$ cat config.mk
export PLATFORM = sky130hd
export DESIGN_NAME = q_gate_pipe_flat
export DESIGN_NICKNAME = d
export VERILOG_FILES = /design/src/rtl/q_gate_pipe_pkg.sv /design/src/rtl/q_gate_pipe_if.sv /design/src/rtl/q_gate_pipe_scale_rs.sv /design/src/rtl/q_gate_pipe.sv /design/src/flat_wrapper.sv
export SDC_FILE = /design/constraint.sdc
export NUM_CORES = 1
export LEC_CHECK = 0
export CORE_UTILIZATION = 45
export DETAILED_ROUTE_END_ITERATION = 10
export PLACE_DENSITY_LB_ADDON = 0.05
export RECOVER_POWER = 25
export SETUP_SLACK_MARGIN = 0.05
export SYNTH_ARGS = -nofsm -noshare
export SYNTH_HDL_FRONTEND = slang
export SYNTH_SLANG_ARGS = --single-unit
$ cat constraint.sdc
create_clock -name clk -period 12.3 [get_ports clk]
set_input_delay 3.69 -clock clk [delete_from_list [all_inputs] [get_ports clk]]
set_output_delay 3.69 -clock clk [all_outputs]
set_load 0.03 [all_outputs]
$ cat src/rtl/q_gate_pipe_pkg.sv
// rtl/q_gate_pipe_pkg.sv - shared types and elaboration helpers for the pipelined gate unit
package q_gate_pkg;

    // Gate select encoding as carried on in_op
    typedef enum logic [2:0] {
        OP_I    = 3'd0,
        OP_X    = 3'd1,
        OP_Z    = 3'd2,
        OP_H    = 3'd3,
        OP_S    = 3'd4,
        OP_T    = 3'd5,
        OP_Y    = 3'd6,
        OP_RSVD = 3'd7
    } op_e;

    // Default-geometry beat record (16-bit amplitudes, 8-bit tag)
    localparam int BEAT_W     = 16;
    localparam int BEAT_TAG_W = 8;

    typedef struct packed {
        logic signed [BEAT_W-1:0]     a_re;
        logic signed [BEAT_W-1:0]     a_im;
        logic signed [BEAT_W-1:0]     b_re;
        logic signed [BEAT_W-1:0]     b_im;
        logic        [BEAT_TAG_W-1:0] tag;
        op_e                          op;
    } beat_t;

    // round(2^frac / sqrt(2)) == round(sqrt(2^(2*frac-1))), done with an integer square root
    function automatic int inv_sqrt2_const(input int frac);
        longint n;
        longint r;
        longint cand;
        n = longint'(1) << (2 * frac - 1);
        r = 0;
        for (int i = 31; i >= 0; i--) begin
            cand = r | (longint'(1) << i);
            if (cand * cand <= n) begin
                r = cand;
            end
        end
        // round to nearest: bump when (r + 0.5)^2 <= n
        if (4 * r * r + 4 * r + 1 <= 4 * n) begin
            r = r + longint'(1);
        end
        return int'(r);
    endfunction

    // Value produced when the most negative amplitude is negated (clamped positive bound)
    function automatic int sat_neg(input int width);
        return (1 << (width - 1)) - 1;
    endfunction

endpackage

$ cat src/rtl/q_gate_pipe_if.sv
// rtl/q_gate_pipe_if.sv - input/output handshake bundle for the gate unit
interface q_gate_pipe_if #(
    parameter int WIDTH = 16,
    parameter int TAG_W = 8
);
    logic                    in_valid;
    logic                    in_ready;
    logic [2:0]              in_op;
    logic [TAG_W-1:0]        in_tag;
    logic signed [WIDTH-1:0] in_a_re;
    logic signed [WIDTH-1:0] in_a_im;
    logic signed [WIDTH-1:0] in_b_re;
    logic signed [WIDTH-1:0] in_b_im;

    logic                    out_valid;
    logic                    out_ready;
    logic signed [WIDTH-1:0] out_a_re;
    logic signed [WIDTH-1:0] out_a_im;
    logic signed [WIDTH-1:0] out_b_re;
    logic signed [WIDTH-1:0] out_b_im;
    logic [TAG_W-1:0]        out_tag;
    logic                    out_sat;
    logic                    out_err;

    modport master (
        output in_valid, in_op, in_tag, in_a_re, in_a_im, in_b_re, in_b_im, out_ready,
        input  in_ready, out_valid, out_a_re, out_a_im, out_b_re, out_b_im,
               out_tag, out_sat, out_err
    );

    modport slave (
        input  in_valid, in_op, in_tag, in_a_re, in_a_im, in_b_re, in_b_im, out_ready,
        output in_ready, out_valid, out_a_re, out_a_im, out_b_re, out_b_im,
               out_tag, out_sat, out_err
    );
endinterface

$ cat src/rtl/q_gate_pipe_scale_rs.sv
// rtl/q_gate_pipe_scale_rs.sv - per-component scale, round-half-up and saturate (S2/S3)
module q_scale_rs
    import q_gate_pkg::*;
#(
    parameter int WIDTH = 16,
    parameter int FRAC  = 12,
    parameter int KW    = FRAC + 2
) (
    input  logic                    clk,
    input  logic                    rst_n,
    input  logic                    en,
    input  logic signed [WIDTH:0]   v_i,
    input  logic                    scale_i,
    input  logic signed [KW-1:0]    k_i,
    output logic signed [WIDTH-1:0] res_o,
    output logic                    sat_o
);
    localparam int PW = WIDTH + 1 + KW;

    localparam logic signed [PW:0] HALF = (PW+1)'(1) <<< (FRAC - 1);
    localparam logic signed [PW:0] MAXV = (PW+1)'(sat_neg(WIDTH));
    localparam logic signed [PW:0] MINV = -MAXV - (PW+1)'(1);

    logic signed [PW-1:0]    prod_d;
    logic signed [PW-1:0]    prod_q;
    logic signed [PW:0]      sum_w;
    logic signed [PW:0]      shr_w;
    logic signed [WIDTH-1:0] res_d;
    logic signed [WIDTH-1:0] res_q;
    logic                    sat_d;
    logic                    sat_q;

    // Unscaled ops shift up by FRAC so the shared rounder returns them unchanged
    always_comb begin
        prod_d = PW'(v_i) <<< FRAC;
        if (scale_i) begin
            prod_d = PW'(v_i) * PW'(k_i);
        end
    end

    // S2: full-precision product register
    always_ff @(posedge clk) begin
        if (en) begin
            prod_q <= prod_d;
        end
    end

    // Round half up (add half LSB, arithmetic shift) then clamp into WIDTH
    always_comb begin
        sum_w = (PW+1)'(prod_q) + HALF;
        shr_w = sum_w >>> FRAC;
        res_d = shr_w[WIDTH-1:0];
        sat_d = 1'b0;
        if (shr_w > MAXV) begin
            res_d = MAXV[WIDTH-1:0];
            sat_d = 1'b1;
        end else if (shr_w < MINV) begin
            res_d = MINV[WIDTH-1:0];
            sat_d = 1'b1;
        end
    end

    // S3: result register; sat flag cleared by reset so it never leaks stale state
    always_ff @(posedge clk) begin
        if (!rst_n) begin
            sat_q <= 1'b0;
        end else if (en) begin
            res_q <= res_d;
            sat_q <= sat_d;
        end
    end

    assign res_o = res_q;
    assign sat_o = sat_q;
endmodule

$ cat src/rtl/q_gate_pipe.sv
// rtl/q_gate_pipe.sv - three-stage single-qubit gate unit with valid/ready flow control
module q_gate_pipe
    import q_gate_pkg::*;
#(
    parameter int WIDTH = 16,
    parameter int FRAC  = 12,
    parameter int TAG_W = 8
) (
    input logic           clk,
    input logic           rst_n,
    q_gate_pipe_if.slave  bus
);
    localparam int KW = FRAC + 2;
    localparam logic signed [KW-1:0] K = KW'(inv_sqrt2_const(FRAC));

    logic en;

    logic v1_q, v2_q, v3_q;
    logic err3_q;

    logic signed [WIDTH:0] ar, ai, br, bi;
    logic signed [WIDTH:0] s1_d [4];
    logic [3:0]            sc_d;
    logic                  err_d;

    logic signed [WIDTH:0] s1_q [4];
    logic [3:0]            sc_q;
    logic [TAG_W-1:0]      tag1_q, tag2_q, tag3_q;
    logic                  err1_q, err2_q;

    logic signed [WIDTH-1:0] res [4];
    logic [3:0]              sat;

    // One enable for the whole pipe: advance whenever the output slot is free or draining
    assign en           = ~v3_q | bus.out_ready;
    assign bus.in_ready = en;

    assign ar = {bus.in_a_re[WIDTH-1], bus.in_a_re};
    assign ai = {bus.in_a_im[WIDTH-1], bus.in_a_im};
    assign br = {bus.in_b_re[WIDTH-1], bus.in_b_re};
    assign bi = {bus.in_b_im[WIDTH-1], bus.in_b_im};

    // S1 operand permutation and add/sub; the extra bit holds sums and -(-2^(W-1))
    always_comb begin
        s1_d[0] = ar;
        s1_d[1] = ai;
        s1_d[2] = br;
        s1_d[3] = bi;
        sc_d    = 4'b0000;
        err_d   = 1'b0;
        case (op_e'(bus.in_op))
            OP_I: ;
            OP_X: begin
                s1_d[0] = br;
                s1_d[1] = bi;
                s1_d[2] = ar;
                s1_d[3] = ai;
            end
            OP_Z: begin
                s1_d[2] = -br;
                s1_d[3] = -bi;
            end
            OP_H: begin
                s1_d[0] = ar + br;
                s1_d[1] = ai + bi;
                s1_d[2] = ar - br;
                s1_d[3] = ai - bi;
                sc_d    = 4'b1111;
            end
            OP_S: begin
                s1_d[2] = -bi;
                s1_d[3] = br;
            end
            OP_T: begin
                s1_d[2] = br - bi;
                s1_d[3] = br + bi;
                sc_d    = 4'b1100;
            end
            OP_Y: begin
                s1_d[0] = bi;
                s1_d[1] = -br;
                s1_d[2] = -ai;
                s1_d[3] = ar;
            end
            OP_RSVD: err_d = 1'b1;
            default: ;
        endcase
    end

    // Stage-valid chain and output error flag; the only state that reset clears
    always_ff @(posedge clk) begin
        if (!rst_n) begin
            v1_q   <= 1'b0;
            v2_q   <= 1'b0;
            v3_q   <= 1'b0;
            err3_q <= 1'b0;
        end else if (en) begin
            v1_q   <= bus.in_valid;
            v2_q   <= v1_q;
            v3_q   <= v2_q;
            err3_q <= err2_q;
        end
    end

    // S1 operand registers plus sideband capture
    always_ff @(posedge clk) begin
        if (en) begin
            s1_q   <= s1_d;
            sc_q   <= sc_d;
            tag1_q <= bus.in_tag;
            err1_q <= err_d;
        end
    end

    // Sideband travels alongside the S2/S3 data registers inside the scalers
    always_ff @(posedge clk) begin
        if (en) begin
            tag2_q <= tag1_q;
            err2_q <= err1_q;
            tag3_q <= tag2_q;
        end
    end

    for (genvar g = 0; g < 4; g++) begin : g_scale
        q_scale_rs #(
            .WIDTH (WIDTH),
            .FRAC  (FRAC),
            .KW    (KW)
        ) u_scale (
            .clk     (clk),
            .rst_n   (rst_n),
            .en      (en),
            .v_i     (s1_q[g]),
            .scale_i (sc_q[g]),
            .k_i     (K),
            .res_o   (res[g]),
            .sat_o   (sat[g])
        );
    end

    assign bus.out_valid = v3_q;
    assign bus.out_a_re  = res[0];
    assign bus.out_a_im  = res[1];
    assign bus.out_b_re  = res[2];
    assign bus.out_b_im  = res[3];
    assign bus.out_tag   = tag3_q;
    // Bubbles carry stale data through the scalers, so flags are qualified by valid
    assign bus.out_sat   = v3_q & (|sat);
    assign bus.out_err   = v3_q & err3_q;
endmodule

$ cat src/flat_wrapper.sv
// flat-port wrapper written by rule: the top's interface ports become plain ports
module q_gate_pipe_flat import q_gate_pkg::*;
#(
    parameter int WIDTH = 16,
    parameter int FRAC  = 12,
    parameter int TAG_W = 8
)
  (clk, rst_n, bus_in_valid, bus_in_op, bus_in_tag, bus_in_a_re, bus_in_a_im, bus_in_b_re, bus_in_b_im, bus_out_ready, bus_in_ready, bus_out_valid, bus_out_a_re, bus_out_a_im, bus_out_b_re, bus_out_b_im, bus_out_tag, bus_out_sat, bus_out_err);
  q_gate_pipe_if #(.WIDTH(WIDTH), .TAG_W(TAG_W)) bus_i ();
  input logic clk;
  input logic rst_n;
  input wire logic [$bits(bus_i.in_valid)-1:0] bus_in_valid;
  input wire logic [$bits(bus_i.in_op)-1:0] bus_in_op;
  input wire logic [$bits(bus_i.in_tag)-1:0] bus_in_tag;
  input wire logic [$bits(bus_i.in_a_re)-1:0] bus_in_a_re;
  input wire logic [$bits(bus_i.in_a_im)-1:0] bus_in_a_im;
  input wire logic [$bits(bus_i.in_b_re)-1:0] bus_in_b_re;
  input wire logic [$bits(bus_i.in_b_im)-1:0] bus_in_b_im;
  input wire logic [$bits(bus_i.out_ready)-1:0] bus_out_ready;
  output wire logic [$bits(bus_i.in_ready)-1:0] bus_in_ready;
  output wire logic [$bits(bus_i.out_valid)-1:0] bus_out_valid;
  output wire logic [$bits(bus_i.out_a_re)-1:0] bus_out_a_re;
  output wire logic [$bits(bus_i.out_a_im)-1:0] bus_out_a_im;
  output wire logic [$bits(bus_i.out_b_re)-1:0] bus_out_b_re;
  output wire logic [$bits(bus_i.out_b_im)-1:0] bus_out_b_im;
  output wire logic [$bits(bus_i.out_tag)-1:0] bus_out_tag;
  output wire logic [$bits(bus_i.out_sat)-1:0] bus_out_sat;
  output wire logic [$bits(bus_i.out_err)-1:0] bus_out_err;
  assign bus_i.in_valid = bus_in_valid;
  assign bus_i.in_op = bus_in_op;
  assign bus_i.in_tag = bus_in_tag;
  assign bus_i.in_a_re = bus_in_a_re;
  assign bus_i.in_a_im = bus_in_a_im;
  assign bus_i.in_b_re = bus_in_b_re;
  assign bus_i.in_b_im = bus_in_b_im;
  assign bus_i.out_ready = bus_out_ready;
  assign bus_in_ready = bus_i.in_ready;
  assign bus_out_valid = bus_i.out_valid;
  assign bus_out_a_re = bus_i.out_a_re;
  assign bus_out_a_im = bus_i.out_a_im;
  assign bus_out_b_re = bus_i.out_b_re;
  assign bus_out_b_im = bus_i.out_b_im;
  assign bus_out_tag = bus_i.out_tag;
  assign bus_out_sat = bus_i.out_sat;
  assign bus_out_err = bus_i.out_err;
  q_gate_pipe #(.WIDTH(WIDTH), .FRAC(FRAC), .TAG_W(TAG_W)) u_core (.clk(clk), .rst_n(rst_n), .bus(bus_i));
endmodule
==> metrics.log <==
[metrics] met3 wirelength from detailed routing: 5.30 mm
[metrics] CP endpoint kind: output pin
[metrics] combinational cell fraction of total power: 0.687
[metrics] final setup violating endpoints: 0
[metrics] layout cells sized above 1: 0.0444
[metrics] overall track demand over capacity in global routing: 0.250
[metrics] Setup Skew: 0.0252 ns
[metrics] final estimated routing congestion in global placement: 0.993
[metrics] pin count of the biggest net entering global routing: 116
[metrics] worst-margin pin slew: 1.53 ns
[metrics] Pleak: 14.3 nW
[metrics] number of instances in the synthesized netlist: 3164
[metrics] number of buffers between clock root and the deepest sink: 3
[metrics] critical path startpoint category: primary input
[metrics] Post-layout nets: 3920
[metrics] average cell area after synthesis: 9.09 µm²
[metrics] Post-Route Hold Slack: 0.419 ns
[metrics] CTS H-Tree Depth: 2
[metrics] count of different cell masters after synthesis: 85
[metrics] Syn Std Cell Area: 0.0288 mm²
[metrics] total area of sequential cells: 0.00725 mm²
[metrics] violated checks: max-capacitance violations, max-slew violations
[metrics] share of power burned in registers: 0.189
[metrics] data arrival time of the critical path: 6.16 ns
[metrics] half-perimeter wire length after placement: 63.5 mm
[metrics] total vias in the final route: 23029
[metrics] sum of negative setup slack: 0 ns
[metrics] count of input and output buffers: 154
[metrics] Final period util: 0.801
[metrics] cell area after layout: 0.0322 mm²
[metrics] switching power: 0.00353 W
[metrics] Num CTS Buffers: 34
[metrics] total of fill cells in the finished design: 5977
[metrics] Met2 Routed Length: 36.5 mm
[metrics] number of cells upsized or downsized after cts: 0
[metrics] largest voltage drop on the vdd net: 0.148 mV
[metrics] area added between synthesis and finish: 11.9%
[metrics] min Tclk post-route: 9.85 ns
[metrics] area taken by multi-input logic gates: 0.0189 mm²
[metrics] area post-placement: 0.0311 mm²
[metrics] wire length of the first global-routing pass: 126 mm
[metrics] wire length after detailed routing: 80.6 mm
[metrics] Switching Share: 0.457
[metrics] kind of critical path: in -> out
[metrics] average wire per standard cell: 19.5 µm
[metrics] number of optimization iterations in the first detailed-route pass: 5
[metrics] number of top-level design ports: 155
[metrics] number of routed nets with antenna violations: 0
[metrics] cell internal power dissipation: 0.00419 W
[metrics] antenna violations before repair: 9
[metrics] RSZ-0062 raised after global routing: false
[metrics] Ys Warns: 0
[metrics] Final Slew Violations: 17
[metrics] run status: finished with violations
[metrics] Yosys top cell area share: 0.246
[metrics] Final Total Pwr: 0.00771 W
[metrics] data required time at the worst endpoint: 8.61 ns
[metrics] number of global-route vias before repair: 22733
[metrics] TritonCTS clock tree: yes
[metrics] power density over the cells: 240 mW/mm²
[metrics] share of the yosys chip area belonging to registers: 0.252
[metrics] Worst Hold Class: reg -> reg
[metrics] most area-consuming cells after synthesis: edfxtp_1 (25%), ha_1 (17%), fa_1 (13%)
[metrics] Initial Utilization: 0.456
[metrics] ys async rst share: 0
[metrics] Most used DFF post-synth: edfxtp_1
[metrics] highest metal layer with signal wires: met5
[metrics] maximum fanout along the worst path: 115
[metrics] overall overflow remaining after global route: 0
[metrics] number of synthesized flops with an enable pin: 236
[metrics] placement row count: 92
[metrics] Die Area: 0.0649 mm²
[metrics] clock transition at the registers of the reported paths: 0.05 ns
[metrics] clock latency on the worst-skew pair: 0.56 ns
[metrics] met1 routed wirelength after detailed routing: 35.9 mm
[metrics] share of total power in the clock network: 0.123
[metrics] Mapped Nets: 3816
[metrics] # hold bufs at CTS: 0
[metrics] vias per std cell: 5.56
[metrics] die outline width: 255 µm
[metrics] number of DRC markers after the initial detailed-route iteration: 1605
[metrics] number of hold-slack violations in the final timing report: 0
[metrics] sink count of the clock tree: 244
[metrics] Root Buffer: clkbuf_16
[metrics] remaining max-slew budget at the tightest pin: -0.0216
[metrics] utilization of the core after routing: 0.510
[metrics] Synth Register Bits: 244
[metrics] residual DRC count: 0
[metrics] most area-hungry cell type in the Yosys netlist: edfxtp_1
[metrics] # Max-Cap Violations: 1
[metrics] upper clock frequency limit: 0.101 GHz
[metrics] total core area: 0.0631 mm²
[metrics] die height: 255 µm
[metrics] post-CTS setup buffer count: 0
power groups by stage:
stage	combinational (W)	sequential [W]	clock, W
after detailed placement	0.00531	0.00148	0
after CTS	0.00536	0.00146	0.000986
after global routing	0.00611	0.00149	0.00101
final	0.00530	0.00146	0.000951
after global placement	0.00519	0.00147	0
after floorplan	0.00406	0.00154	0
area by class of cell:
type | count | area share
inverter | 590 | 0.0690
multi-input combinational | 2220 | 0.587
clock inverter | 16 | 0.00494
timing repair buffer | 178 | 0.0527
clock buffer | 43 | 0.0284
sequential | 244 | 0.225
tap | 846 | 0.0329
antenna | 3 | 0.000233
worst max-delay path, cell delays in order:
cell and delay, ns:
dlygate4sd3_1 0.54, nor2b_1 0.64, inv_8 0.44, clkdlybuf4s50_1 0.75
metrics by stage:
step,std cells,worst slack (ns)
after floorplan,3164,1.14
after global placement,4078,2.60
after detailed placement,4078,2.57
after CTS,4137,2.57
after global routing,4138,2.26
final,4140,2.45
metal layers:
| layer | track usage | up-vias |
|---|---|---|
| li1 | - | 11095 |
| met1 | 0.339 | 11055 |
| met2 | 0.406 | 706 |
| met3 | 0.0378 | 163 |
| met4 | 0.0881 | 10 |
| met5 | 0 | - |
path summary, 6_finish.rpt:
path | from | endpoint | slack, ns | cells past startpoint
hold / removal | u_core.tag2_q[4] | u_core.bus.out_tag[4] | 0.42 | 0
setup reg to reg | u_core.s1_q[25] | u_core.g_scale[2].u_scale.prod_q[27] | 6.77 | 15
setup / recovery | bus_out_ready | bus_in_ready | 2.45 | 4
hold reg to reg | u_core.tag2_q[4] | u_core.bus.out_tag[4] | 0.42 | 0
logic make-up (layout without fill, tap and decap cells):
| group | after synthesis | count (layout) | synth area share |
|---|---|---|---|
| flops | 244 | 244 | 0.252 |
| mux | 59 | 59 | 0.0229 |
| buf+inv | 700 | 827 | 0.0920 |
| compound gates | 697 | 697 | 0.158 |
| xor+xnor | 210 | 210 | 0.0640 |
| other cells | 0 | 3 | 0 |
| simple gates | 681 | 681 | 0.115 |
| fa+ha+maj | 573 | 573 | 0.297 |
registers in the layout, summed over array words and instances, names as in the netlist, 2 cells and up:
signal and count:
u_core.g_scale.u_scale.prod_q 76, u_core.s1_q 68, u_core.g_scale.u_scale.res_o 64, u_core.bus.out_tag 8, u_core.tag1_q 8, u_core.tag2_q 8, u_core.g_scale.u_scale.sat_o 4, u_core.sc_q 2
cells in the final DEF (no fill, tap or decap), types with 117 or more instances in the layout:
cell	Yosys	routed
nor2_1	222	221
nand2_1	148	148
ha_1	392	392
o21ai_0	191	190
inv_1	588	588
a21oi_1	153	153
fa_1	181	181
xnor2_1	117	117
clkdlybuf4s50_1	0	142
edfxtp_1	236	236
cell usage after synthesis, types with 8 or more instances:
| cell type | instances |
|---|---|
| inv_1 | 588 |
| ha_1 | 392 |
| edfxtp_1 | 236 |
| nor2_1 | 222 |
| o21ai_0 | 191 |
| fa_1 | 181 |
| a21oi_1 | 153 |
| nand2_1 | 148 |
| xnor2_1 | 117 |
| xor2_1 | 93 |
| clkbuf_1 | 89 |
| nand3_1 | 59 |
| nor3_1 | 56 |
| mux2_2 | 45 |
| o21a_1 | 39 |
| o221ai_1 | 36 |
| a21o_1 | 35 |
| and3_1 | 30 |
| nand2b_1 | 28 |
| nor2b_1 | 26 |
| o31ai_1 | 26 |
| a211oi_1 | 24 |
| nand4_1 | 23 |
| o211ai_1 | 23 |
| a221oi_1 | 21 |
| o22ai_1 | 21 |
| a31oi_1 | 18 |
| or3_1 | 18 |
| buf_1 | 15 |
| a22oi_1 | 13 |
| mux2i_1 | 13 |
| o21bai_1 | 12 |
| o22a_1 | 12 |
| a211o_1 | 11 |
| nor4_1 | 10 |
| a21boi_0 | 8 |
| dfxtp_1 | 8 |
| nor3b_1 | 8 |
| o2111ai_1 | 8 |
Note: power is estimated with default switching activity, not from simulation.
